$ cat src/rtl/rv_pkg.sv
// Shared RV64 core types: datapath width, canonical NOP and fetch FSM encoding.
// Pure declarations, no logic.
package rv_pkg;

    localparam int unsigned XLEN = 64;
    localparam logic [31:0] RV_NOP = 32'h0000_0013;

    typedef enum logic [1:0] {
        S_REQ  = 2'd0,
        S_WAIT = 2'd1,
        S_DROP = 2'd2
    } if_state_t;

endpackage

$ cat src/rtl/rv_if_skid.sv
// One-entry holding buffer for a fetched {pc, instr} while decode is stalled.
// Write sets full, read or clear empties it; clear wins, data appears the cycle after the write.
module rv_if_skid #(
    parameter int unsigned W = 96
) (
    input  logic         clk,
    input  logic         rst,
    input  logic         clr,
    input  logic         wr,
    input  logic         rd,
    input  logic [W-1:0] wr_dat,
    output logic         full,
    output logic [W-1:0] rd_dat
);

    logic         full_q;
    logic [W-1:0] dat_q;

    always_ff @(posedge clk) begin
        if (rst || clr) begin
            full_q <= 1'b0;
        end else if (wr) begin
            full_q <= 1'b1;
        end else if (rd) begin
            full_q <= 1'b0;
        end
    end

    always_ff @(posedge clk) begin
        if (rst) begin
            dat_q <= '0;
        end else if (wr) begin
            dat_q <= wr_dat;
        end
    end

    assign full   = full_q;
    assign rd_dat = dat_q;

endmodule

$ cat src/rtl/rv_if_stage.sv
// Instruction fetch with single outstanding imem request and the IF/ID register.
// Data reaches decode the cycle after rvalid; a decode stall parks it in a skid entry and blocks new requests.
module rv_if_stage
    import rv_pkg::*;
#(
    parameter int unsigned     XLEN     = rv_pkg::XLEN,
    parameter logic [XLEN-1:0] RESET_PC = '0
) (
    input  logic            clk_i,
    input  logic            rst_i,
    input  logic            stall_i,
    input  logic            redirect_i,
    input  logic [XLEN-1:0] redirect_pc_i,
    output logic            imem_req_o,
    output logic [XLEN-1:0] imem_addr_o,
    input  logic            imem_ack_i,
    input  logic            imem_rvalid_i,
    input  logic [31:0]     imem_rdata_i,
    output logic            id_valid_o,
    output logic [XLEN-1:0] id_pc_o,
    output logic [31:0]     id_instr_o
);

    if_state_t       state_q, state_d;
    logic [XLEN-1:0] pc_q;
    logic [XLEN-1:0] req_pc_q;
    logic            id_valid_q;
    logic [XLEN-1:0] id_pc_q;
    logic [31:0]     id_instr_q;

    logic            req;
    logic            fire;
    logic            deliver;
    logic            skid_full;
    logic            skid_wr;
    logic            skid_rd;
    logic [XLEN+31:0] skid_dat;
    logic [XLEN-1:0] redirect_tgt;

    assign redirect_tgt = {redirect_pc_i[XLEN-1:2], 2'b00};

    always_comb begin
        state_d = state_q;
        req     = 1'b0;
        fire    = 1'b0;
        deliver = 1'b0;
        unique case (state_q)
            S_REQ: begin
                req  = !skid_full && !rst_i;
                fire = req && imem_ack_i;
                if (fire) begin
                    state_d = redirect_i ? S_DROP : S_WAIT;
                end
            end
            S_WAIT: begin
                // A redirect in the same cycle as the response kills that response.
                deliver = imem_rvalid_i && !redirect_i;
                if (imem_rvalid_i) begin
                    state_d = S_REQ;
                end else if (redirect_i) begin
                    state_d = S_DROP;
                end
            end
            S_DROP: begin
                if (imem_rvalid_i) begin
                    state_d = S_REQ;
                end
            end
            default: state_d = S_REQ;
        endcase
    end

    always_ff @(posedge clk_i) begin
        if (rst_i) begin
            state_q  <= S_REQ;
            pc_q     <= RESET_PC;
            req_pc_q <= '0;
        end else begin
            state_q <= state_d;
            if (redirect_i) begin
                pc_q <= redirect_tgt;
            end else if (fire) begin
                pc_q <= pc_q + XLEN'(4);
            end
            if (fire) begin
                req_pc_q <= pc_q;
            end
        end
    end

    assign skid_wr = deliver && stall_i;
    assign skid_rd = skid_full && !stall_i && !redirect_i;

    rv_if_skid #(
        .W (XLEN + 32)
    ) u_skid (
        .clk    (clk_i),
        .rst    (rst_i),
        .clr    (redirect_i),
        .wr     (skid_wr),
        .rd     (skid_rd),
        .wr_dat ({req_pc_q, imem_rdata_i}),
        .full   (skid_full),
        .rd_dat (skid_dat)
    );

    // A parked entry is older than anything arriving, so it drains first.
    always_ff @(posedge clk_i) begin
        if (rst_i) begin
            id_valid_q <= 1'b0;
            id_pc_q    <= '0;
            id_instr_q <= RV_NOP;
        end else if (redirect_i) begin
            id_valid_q <= 1'b0;
        end else if (!stall_i) begin
            if (skid_full) begin
                id_valid_q <= 1'b1;
                id_pc_q    <= skid_dat[XLEN+31:32];
                id_instr_q <= skid_dat[31:0];
            end else if (deliver) begin
                id_valid_q <= 1'b1;
                id_pc_q    <= req_pc_q;
                id_instr_q <= imem_rdata_i;
            end else begin
                id_valid_q <= 1'b0;
            end
        end
    end

    assign imem_req_o  = req;
    assign imem_addr_o = pc_q;
    assign id_valid_o  = id_valid_q;
    assign id_pc_o     = id_pc_q;
    assign id_instr_o  = id_instr_q;

endmodule

$ cat config.mk
export PLATFORM = sky130hd
export DESIGN_NAME = rv_if_stage
export DESIGN_NICKNAME = d
export VERILOG_FILES = /design/src/rtl/rv_pkg.sv /design/src/rtl/rv_if_skid.sv /design/src/rtl/rv_if_stage.sv
export SDC_FILE = /design/constraint.sdc
export NUM_CORES = 1
export LEC_CHECK = 0
export ABC_AREA = 1
export BUFFER_PORTS_ARGS = -buffer_cell sky130_fd_sc_hd__buf_2
export CORE_ASPECT_RATIO = 1.4
export CORE_UTILIZATION = 56
export DETAILED_ROUTE_END_ITERATION = 7
export GPL_TIMING_DRIVEN = 0
export PLACE_DENSITY_LB_ADDON = 0.2
export SLEW_MARGIN = 10
export SYNTH_ARGS = -nofsm -noshare
export SYNTH_HDL_FRONTEND = slang
export SYNTH_SLANG_ARGS = --single-unit
$ cat constraint.sdc
create_clock -name clk_i -period 2.35 [get_ports clk_i]
set_input_delay 0.3525 -clock clk_i [delete_from_list [all_inputs] [get_ports clk_i]]
set_output_delay 0.3525 -clock clk_i [all_outputs]
set_load 0.005 [all_outputs]
# [After elaboration in Yosys (flattened, before gate mapping)]
# Index checks and enable logic that the tools add are counted.
[totals] register_bits=324 out_inout_bits=162
[op_classes] n_addsub=1 n_eq_ne=5 muxes=19 bitwise=2 n_reduce_logical=18
[op_table] operator="$mux W64" count=4
[op_table] operator="$add A64 B3 Y64 const B" count=1
[op_table] operator="$mux W32" count=2
[op_table] operator="$mux W2" count=5
[op_table] operator="$mux W1" count=7
[op_table] operator="$logic_and A1 B1 Y1" count=6
[op_table] operator="$pmux W2 S3" count=1
[op_table] operator="$reduce_and A3 Y1" count=2
[op_table] operator="$reduce_bool A2 Y1" count=3
[op_table] operator="$logic_not A1 Y1" count=4
[op_table] operator="$ne A2 B2 Y1 const B" count=2
[op_table] operator="$ne A3 B3 Y1 const B" count=1
[op_table] operator="$eq A2 B1 Y1 const B" count=1
[op_table] operator="$eq A2 B2 Y1 const B" count=1
[op_table] operator="$logic_not A2 Y1" count=1
[op_table] operator="$not A1 Y1" count=2
[op_table] operator="$reduce_or A2 Y1" count=1
[op_table] operator="$logic_or A1 B1 Y1" count=1

# [Longest topological paths before layout]
# Gate-level depths: netlist of run 1.
[depth] word_depth=6 mapped_depth=12 depth_no_buf=12

# [Modules after synthesis]
# From an unflattened synthesis of run 1, not the netlist that was laid out.
[unflattened] hier_cells=2006 area_unflattened_um2=14068.5
[by_module_without_submodules] module="rv_if_stage" n_inst=1 cells_per_inst=1584 area_per_inst_um2=10730.3 seq_area_each_um2=4464.3
[by_module_without_submodules] module="rv_if_skid" n_inst=1 cells_per_inst=422 area_per_inst_um2=3338.2 seq_area_each_um2=1941.9

# [Least setup slack after synthesis of run 1]
# OpenSTA, ideal clock, no wires.
[synth_path] path_type="flip-flop to flip-flop" start="reg pc_q[2] (netlist: imem_addr_o[2])" end="reg pc_q[38] (netlist: imem_addr_o[38])" setup_ns=0.109 arrival_time_ns=1.589 path_slack_ns=0.652 stages_incl_launch_ff=13 path_cell_list="dfxtp_1 ha_1 nand2_1 nor2_2 nand2_1 nor2_4 nand2_1 nor2_1 nand2_1 nand2_1 nand3_1 nand2_1 inv_1"
[synth_between] elab_chain_len=3
[synth_lines] item="start, declared" line="rv_if_stage.sv:25" text="logic [XLEN-1:0] pc_q;"
[synth_lines] item="start signal, assigned" line="rv_if_stage.sv:81" text="pc_q <= redirect_tgt;"
[synth_lines] item="start signal, assigned" line="rv_if_stage.sv:83" text="pc_q <= pc_q + XLEN'(4);"
[synth_lines] item="$add A64 B3 Y64" line="rv_if_stage.sv:83"
[synth_lines] item="$mux W64" line="rv_if_stage.sv:82" text="end else if (fire) begin"
[synth_lines] item="$mux W64" line="rv_if_stage.sv:80" text="if (redirect_i) begin"
# No other way between the ends. The select of a mux whose other input is x is not followed.
# A chain may end at the register's enable or synchronous reset.

# [Worst setup path after layout of run 1]
[layout_path] start="reg pc_q[4] (netlist: imem_addr_o[4])" end="reg pc_q[21] (netlist: imem_addr_o[21])"
# Same word-level chain as after synthesis.

==> flow_summary.json, run 1 <==
{
  "fin_crit_sh_pct": 95.0,
  "drc": 0,
  "cp_top_family": "simple AND/OR/NAND/NOR gates",
  "nets": 2499,
  "cts_root_buffer": "clkbuf_16",
  "whs_ps": 52.0,
  "slew_violations": 0,
  "synth_top_area_share_pct": 44.0,
  "gp_congestion": 1.10,
  "synth_xor_xnor_area_share_pct": 1.16,
  "rr_worst_depth": 9,
  "worstHoldStart": "imem_rdata_i[4]",
  "grt_pass1_wl_um": 72700,
  "intPower_mw": 8.64,
  "drt_pass1_iterations": 7,
  "yosys.area_share.simple_pct": 24.5,
  "final-hold-violation-count": 0,
  "fmax_ghz": 0.448,
  "die_w_um": 137,
  "busiest_layer": "met2",
  "final_cell_mix": "nand2_1, dfxtp_1, o21ai_0, buf_2, nor2_1",
  "clk_pin_slew_ps": 60,
  "die_height_um": 192,
  "vias": 15200,
  "synthAdderAreaFrac_pct": 0.0871,
  "avgSynthCellArea_sq_um": 6.82,
  "crit_buf_inv": 1,
  "synth_area_leaders": "dfxtp_1, nand2_1, o21ai_0, a21oi_1, nor2_1",
  "pwr-share-seq_pct": 49.5,
  "critPathCaptureType": "flip-flop",
  "antenna_found_initial": 1,
  "crit_top_cell": "nand2_1",
  "drt-wirelength-per-cell_um": 17.3,
  "finClkSkew_ps": 15.4,
  "yosysSeqAreaShare_pct": 44.0,
  "postSynth.topFlopCell": "dfxtp_1",
  "p_sw_mw": 2.89,
  "worstPathMaxFanout": 8,
  "coreArea_sq_um": 25300,
  "timing.reg2reg.setup_slack_ps": 120,
  "min_period_ps": 2230,
  "htreeDepth": 1,
  "combPwrFrac_pct": 7.7,
  "crit_type": "flip-flop to flip-flop",
  "arrival_ps": 2650,
  "crit_cells": 9,
  "tightest_slew_ps": 836,
  "grtUsageMet2_pct": 62.3,
  "cts_tree": "yes",
  "io_buffers": 256,
  "hold_class": "primary input to flip-flop",
  "grt-ovfl-total": 0,
  "p_leak_nw": 7.07,
  "initial_core_util_pct": 56.8,
  "slowest_stage": "dfxtp_1",
  "async_reset_ff_share_pct": 0,
  "outcome": "finished, final reports clean",
  "rr_endpoint": "imem_addr_o[21]$_SDFFE_PP0P_",
  "area_growth_pct": 18.9,
  "drtAntennaViolNets": 0,
  "crit_path_cell_trace": "nand2_1 > nor2_1 > nand2_1 > nor2_4 > nand2_1 > inv_1 > nand2_1 > nand3_1 > a31oi_1",
  "dpl.hpwl_um": 36000,
  "synth_mux_area_share_pct": 2.02,
  "placed_cells": 2683,
  "cp-start-kind": "flip-flop",
  "ys_types": 33,
  "syn_inst": 2105,
  "cts_max_path_buffers": 3,
  "drt-total-wl_um": 47400,
  "synth_compound_area_share_pct": 19.0,
  "via_per_inst": 5.55,
  "worst_hold_path.endpoint": "id_instr_o[4]$_SDFFE_PP1P_",
  "ys_ff_latch": 316,
  "synth_area_sq_um": 14400,
  "maxCapViolCount": 0,
  "drt_iter0_markers": 956,
  "ir_drop_mv": 0.672,
  "num_rows": 69,
  "power_frac_clock_pct": 42.7,
  "insertion_delay_ps": 560,
  "final_layout_size_suffix_gt1_share_pct": 14.7,
  "ios": 264,
  "critPathMaxStageDelay_ps": 480,
  "stdcell_count": 2739,
  "ys_warn_count": 0,
  "cts.sinks": 316,
  "cp.required_ps": 2770,
  "use_met1_pct": 40.8,
  "dieArea_sq_um": 26300,
  "first_global_vias": 14400,
  "synth_top_family_by_area": "simple AND/OR/NAND/NOR gates",
  "layout_commonest_cell": "nand2_1",
  "synth_edf_count": 0,
  "synth_top_area_cell": "dfxtp_1",
  "track_usage_pct": 35.6,
  "numCtsBuffers": 31,
  "switching_share_pct": 25.0,
  "reg2reg_from": "imem_addr_o[4]$_SDFFE_PP0P_",
  "power.density_nw_per_um2": 675,
  "use_met3_pct": 4.38,
  "finalSetupViolCount": 0,
  "n_fill_cell": 2250,
  "hold_depth": 3,
  "max_slew_margin_pct": 44.3,
  "grt_max_degree": 20
}
## timing repair
item	in CTS	in global routing
hold buffers	0	0
resized for setup	1	4
pin swaps	0	1
setup endpoints to repair	2	7
buffers inserted	0	0
## registers in the layout, summed over array words and instances (netlist names)
| signal | flops |
|---|---|
| u_skid.full | 1 |
| id_pc_o | 62 |
| imem_addr_o | 62 |
| state_q | 2 |
| u_skid.rd_dat | 94 |
| id_instr_o | 32 |
| id_valid_o | 1 |
| req_pc_q | 62 |
## routing by layer
metal	part of all wire [%]	vias up
met1	38	6942
met5	0	-
met4	6.0	0
met3	7.5	156
met2	48	687
li1	-	7408
## final cells by class
type / count / area [sq um] / area share (%)
tap: 319 / 399 / 2.34
clock inverter: 11 / 92.6 / 0.542
inverter: 193 / 724 / 4.24
clock buffer: 45 / 918 / 5.38
multi-input combinational: 1461 / 6750 / 39.5
buffer: 137 / 583 / 3.41
timing repair buffer: 256 / 1280 / 7.50
antenna: 1 / 2.50 / 0.0147
sequential: 316 / 6330 / 37.1
## cells in the mapped netlist, types with 12 or more instances
cell type,instances
buf_2,21
a31oi_1,16
nand3_1,152
xor2_1,12
a21oi_1,231
dfxtp_1,316
clkbuf_1,94
nor2_1,263
o21ai_0,280
mux2i_1,29
nand2_1,438
inv_1,189
## per-stage QoR
stage                     setup slack (ps)  power (mW)  TNS, ps  cell area (sq um)  utilization [%]
after floorplan                        652        6.25        0              14400                -
after global placement               -4.68        6.66    -4.68              16100             63.5
after detailed placement             -63.8        6.68     -537              16100             63.5
after CTS                             63.7        11.5        0              17100             67.5
after global routing                 -5.02        11.9    -5.02              17100             67.5
final                                  118        11.5        0              17100             67.5
## power by group through the flow
stage                     Sequential [mW]  Combinational (mW)  Clock, mW
final                                5.71               0.890       4.92
after global routing                 5.71               0.992       5.17
after CTS                            5.69               0.878       4.95
after detailed placement             5.81               0.870          0
after global placement               5.81               0.853          0
after floorplan                      5.75               0.505          0
## worst reg2reg max path, stage by stage (launching register included)
cell and delay (ps):
dfxtp_1 480, nand2_1 90, nor2_1 190, nand2_1 180, nor2_4 310, nand2_1 290
inv_1 230, nand2_1 80, nand3_1 140, a31oi_1 100
## worst max-delay path by stage
stage | endpoint | slack, ps | from
floorplan | imem_addr_o[38]$_SDFFE_PP0P_ | 650 | imem_addr_o[2]$_SDFFE_PP0P_
global placement | imem_addr_o[38]$_SDFFE_PP0P_ | -5 | imem_addr_o[2]$_SDFFE_PP0P_
detailed placement | req_pc_q[40]$_SDFFE_PP0P_ | -60 | rst_i
CTS | imem_addr_o[38]$_SDFFE_PP0P_ | 60 | imem_addr_o[2]$_SDFFE_PP0P_
global route | imem_addr_o[59]$_SDFFE_PP0P_ | -5 | imem_addr_o[31]$_SDFFE_PP0P_
finish | imem_addr_o[21]$_SDFFE_PP0P_ | 120 | imem_addr_o[4]$_SDFFE_PP0P_
## cell families after synthesis
logic type,Yosys count
and+or+nand+nor,870
AOI/OAI and AO/OA,538
buffers and inverters,331
DFF,316
muxes,29
xor gates and xnor gates,19
adders and majority gates,1
other,1
No activity file was read; power rests on OpenSTA's default activity.
==> inputs of run 2 (changes only) <==
--- a/config.mk
+++ b/config.mk
@@ -6,12 +6,12 @@
 export NUM_CORES = 1
 export LEC_CHECK = 0
 export ABC_AREA = 1
-export BUFFER_PORTS_ARGS = -buffer_cell sky130_fd_sc_hd__buf_2
 export CORE_ASPECT_RATIO = 1.4
-export CORE_UTILIZATION = 56
+export CORE_UTILIZATION = 42
 export DETAILED_ROUTE_END_ITERATION = 7
+export DONT_BUFFER_PORTS = 1
 export GPL_TIMING_DRIVEN = 0
-export PLACE_DENSITY_LB_ADDON = 0.2
+export PLACE_DENSITY = 0.52
 export SLEW_MARGIN = 10
 export SYNTH_ARGS = -nofsm -noshare
 export SYNTH_HDL_FRONTEND = slang
==> flow_summary.json, run 2 (same netlist as run 1, synthesis figures left out) <==
{
  "slew_violations": 0,
  "arrival_ps": 2700,
  "post-route-util_pct": 49.3,
  "p_sw_mw": 2.90,
  "use_met3_pct": 6.35,
  "finalSetupViolCount": 0,
  "use_met1_pct": 34.1,
  "critPathMaxStageDelay_ps": 440,
  "crit_buf_inv": 2,
  "reg2reg_from": "imem_addr_o[2]$_SDFFE_PP0P_",
  "via_per_inst": 5.30,
  "dieArea_sq_um": 35000,
  "cts.sinks": 316,
  "dpl.hpwl_um": 40100,
  "p_total_mw": 11.3,
  "numCtsBuffers": 31,
  "placed_cells": 2553,
  "grt_max_degree": 15,
  "power.density_nw_per_um2": 688,
  "grt_pass1_wl_um": 78900,
  "die_w_um": 158,
  "crit_cells": 12,
  "switching_share_pct": 25.6,
  "cp_top_family": "simple AND/OR/NAND/NOR gates",
  "whs_ps": 21.0,
  "drc": 0,
  "die_height_um": 221,
  "gp_congestion": 0.939,
  "final_cell_mix": "nand2_1, dfxtp_1, o21ai_0, nor2_1, a21oi_1",
  "worst_hold_path.endpoint": "id_instr_o[20]$_SDFFE_PP0P_",
  "worstPathMaxFanout": 7,
  "final_layout_size_suffix_gt1_share_pct": 4.60,
  "intPower_mw": 8.43,
  "drtAntennaViolNets": 0,
  "hold_depth": 2,
  "rsz0062_at_grt": "no",
  "worstHoldStart": "imem_rdata_i[20]",
  "stdcell_count": 2664,
  "combPwrFrac_pct": 7.2,
  "first_global_vias": 13700,
  "crit_path_cell_trace": "ha_1 > nand2_1 > nor2_2 > nand3_1 > inv_1 > nand2_1 > nor2_1 > nand2_1 > nand2_1 > nand3_1 > nand2_1 > inv_1",
  "pwr-share-seq_pct": 50.7,
  "initial_core_util_pct": 43.0,
  "drt-total-wl_um": 52600,
  "cts_root_buffer": "clkbuf_16",
  "power_frac_clock_pct": 42.1,
  "timing.reg2reg.setup_slack_ps": 120,
  "critPathCaptureType": "flip-flop",
  "cp.required_ps": 2820,
  "finClkSkew_ps": 15.3,
  "p_leak_nw": 6.06,
  "rr_worst_depth": 12,
  "cts_max_path_buffers": 3,
  "cts_tree": "yes",
  "busiest_layer": "met2",
  "htreeDepth": 1,
  "largest_reg_flops": 94,
  "crit_top_cell": "nand2_1",
  "drt-wirelength-per-cell_um": 19.7,
  "rr_endpoint": "imem_addr_o[44]$_SDFFE_PP0P_",
  "hold_class": "primary input to flip-flop",
  "drt_pass1_iterations": 5,
  "drt_iter0_markers": 974,
  "io_buffers": 0,
  "slowest_stage": "dfxtp_2",
  "outcome": "finished, final reports clean",
  "clk_pin_slew_ps": 70,
  "ir_drop_mv": 0.563,
  "vias": 14100,
  "grt-ovfl-total": 0,
  "grtUsageMet2_pct": 52.6,
  "maxCapViolCount": 0,
  "coreArea_sq_um": 33400,
  "cp-start-kind": "flip-flop",
  "tightest_slew_ps": 847,
  "area_growth_pct": 14.5,
  "crit_path_start": "imem_addr_o[2]$_SDFFE_PP0P_",
  "ios": 264,
  "fin_crit_sh_pct": 94.7,
  "final-hold-violation-count": 0,
  "antenna_found_initial": 1,
  "min_period_ps": 2230,
  "num_rows": 79,
  "layout_commonest_cell": "nand2_1",
  "nets": 2298,
  "crit_type": "flip-flop to flip-flop",
  "fmax_ghz": 0.449,
  "insertion_delay_ps": 580,
  "track_usage_pct": 29.7,
  "max_slew_margin_pct": 43.6
}
-- run 2: repair_timing --
item	CTS	global route
hold buffers	52	0
buffers inserted	0	2
pin swaps	0	1
hold endpoints to repair	81	0
resized for setup	7	9
setup endpoints to repair	5	33
-- run 2: stage by stage --
step / TNS [ps] / cell area, sq um / setup slack (ps)
3_3_place_gp: -934 / 14900 / -109
4_1_cts: 0 / 16400 / 3.08
6_report: 0 / 16500 / 124
2_1_floorplan: 0 / 14400 / 652
3_5_place_dp: -2510 / 14900 / -138
5_1_grt: 0 / 16500 / 4.70
-- run 2: power by group through the flow --
stage          Sequential [mW]  Combinational (mW)  Clock [mW]
4_1_cts                   5.74               0.815        4.85
6_report                  5.74               0.817        4.76
5_1_grt                   5.75               0.917        5.07
2_1_floorplan             5.75               0.505           0
3_5_place_dp              5.86               0.730           0
3_3_place_gp              5.86               0.724           0
-- run 2: layout make-up --
type,count,area [sq um]
buffer,138,593
antenna,1,2.50
fill,3557,17000
timing repair buffer,54,536
clock inverter,7,37.5
multi-input combinational,1461,6760
tap,445,557
sequential,316,6330
clock buffer,49,913
inverter,193,724
-- run 2: routing by layer --
layer	vias up	part of all wire, %
met5	-	0
li1	7010	-
met2	419	49
met1	6579	40
met4	0	4.0
met3	109	6.8
-- run 2: worst max-delay path by stage --
stage,to
3_5_place_dp,imem_addr_o[46]$_SDFFE_PP0P_
3_3_place_gp,req_pc_q[34]$_SDFFE_PP0P_
6_report,imem_addr_o[44]$_SDFFE_PP0P_
2_1_floorplan,imem_addr_o[38]$_SDFFE_PP0P_
4_1_cts,imem_req_o
5_1_grt,imem_addr_o[46]$_SDFFE_PP0P_
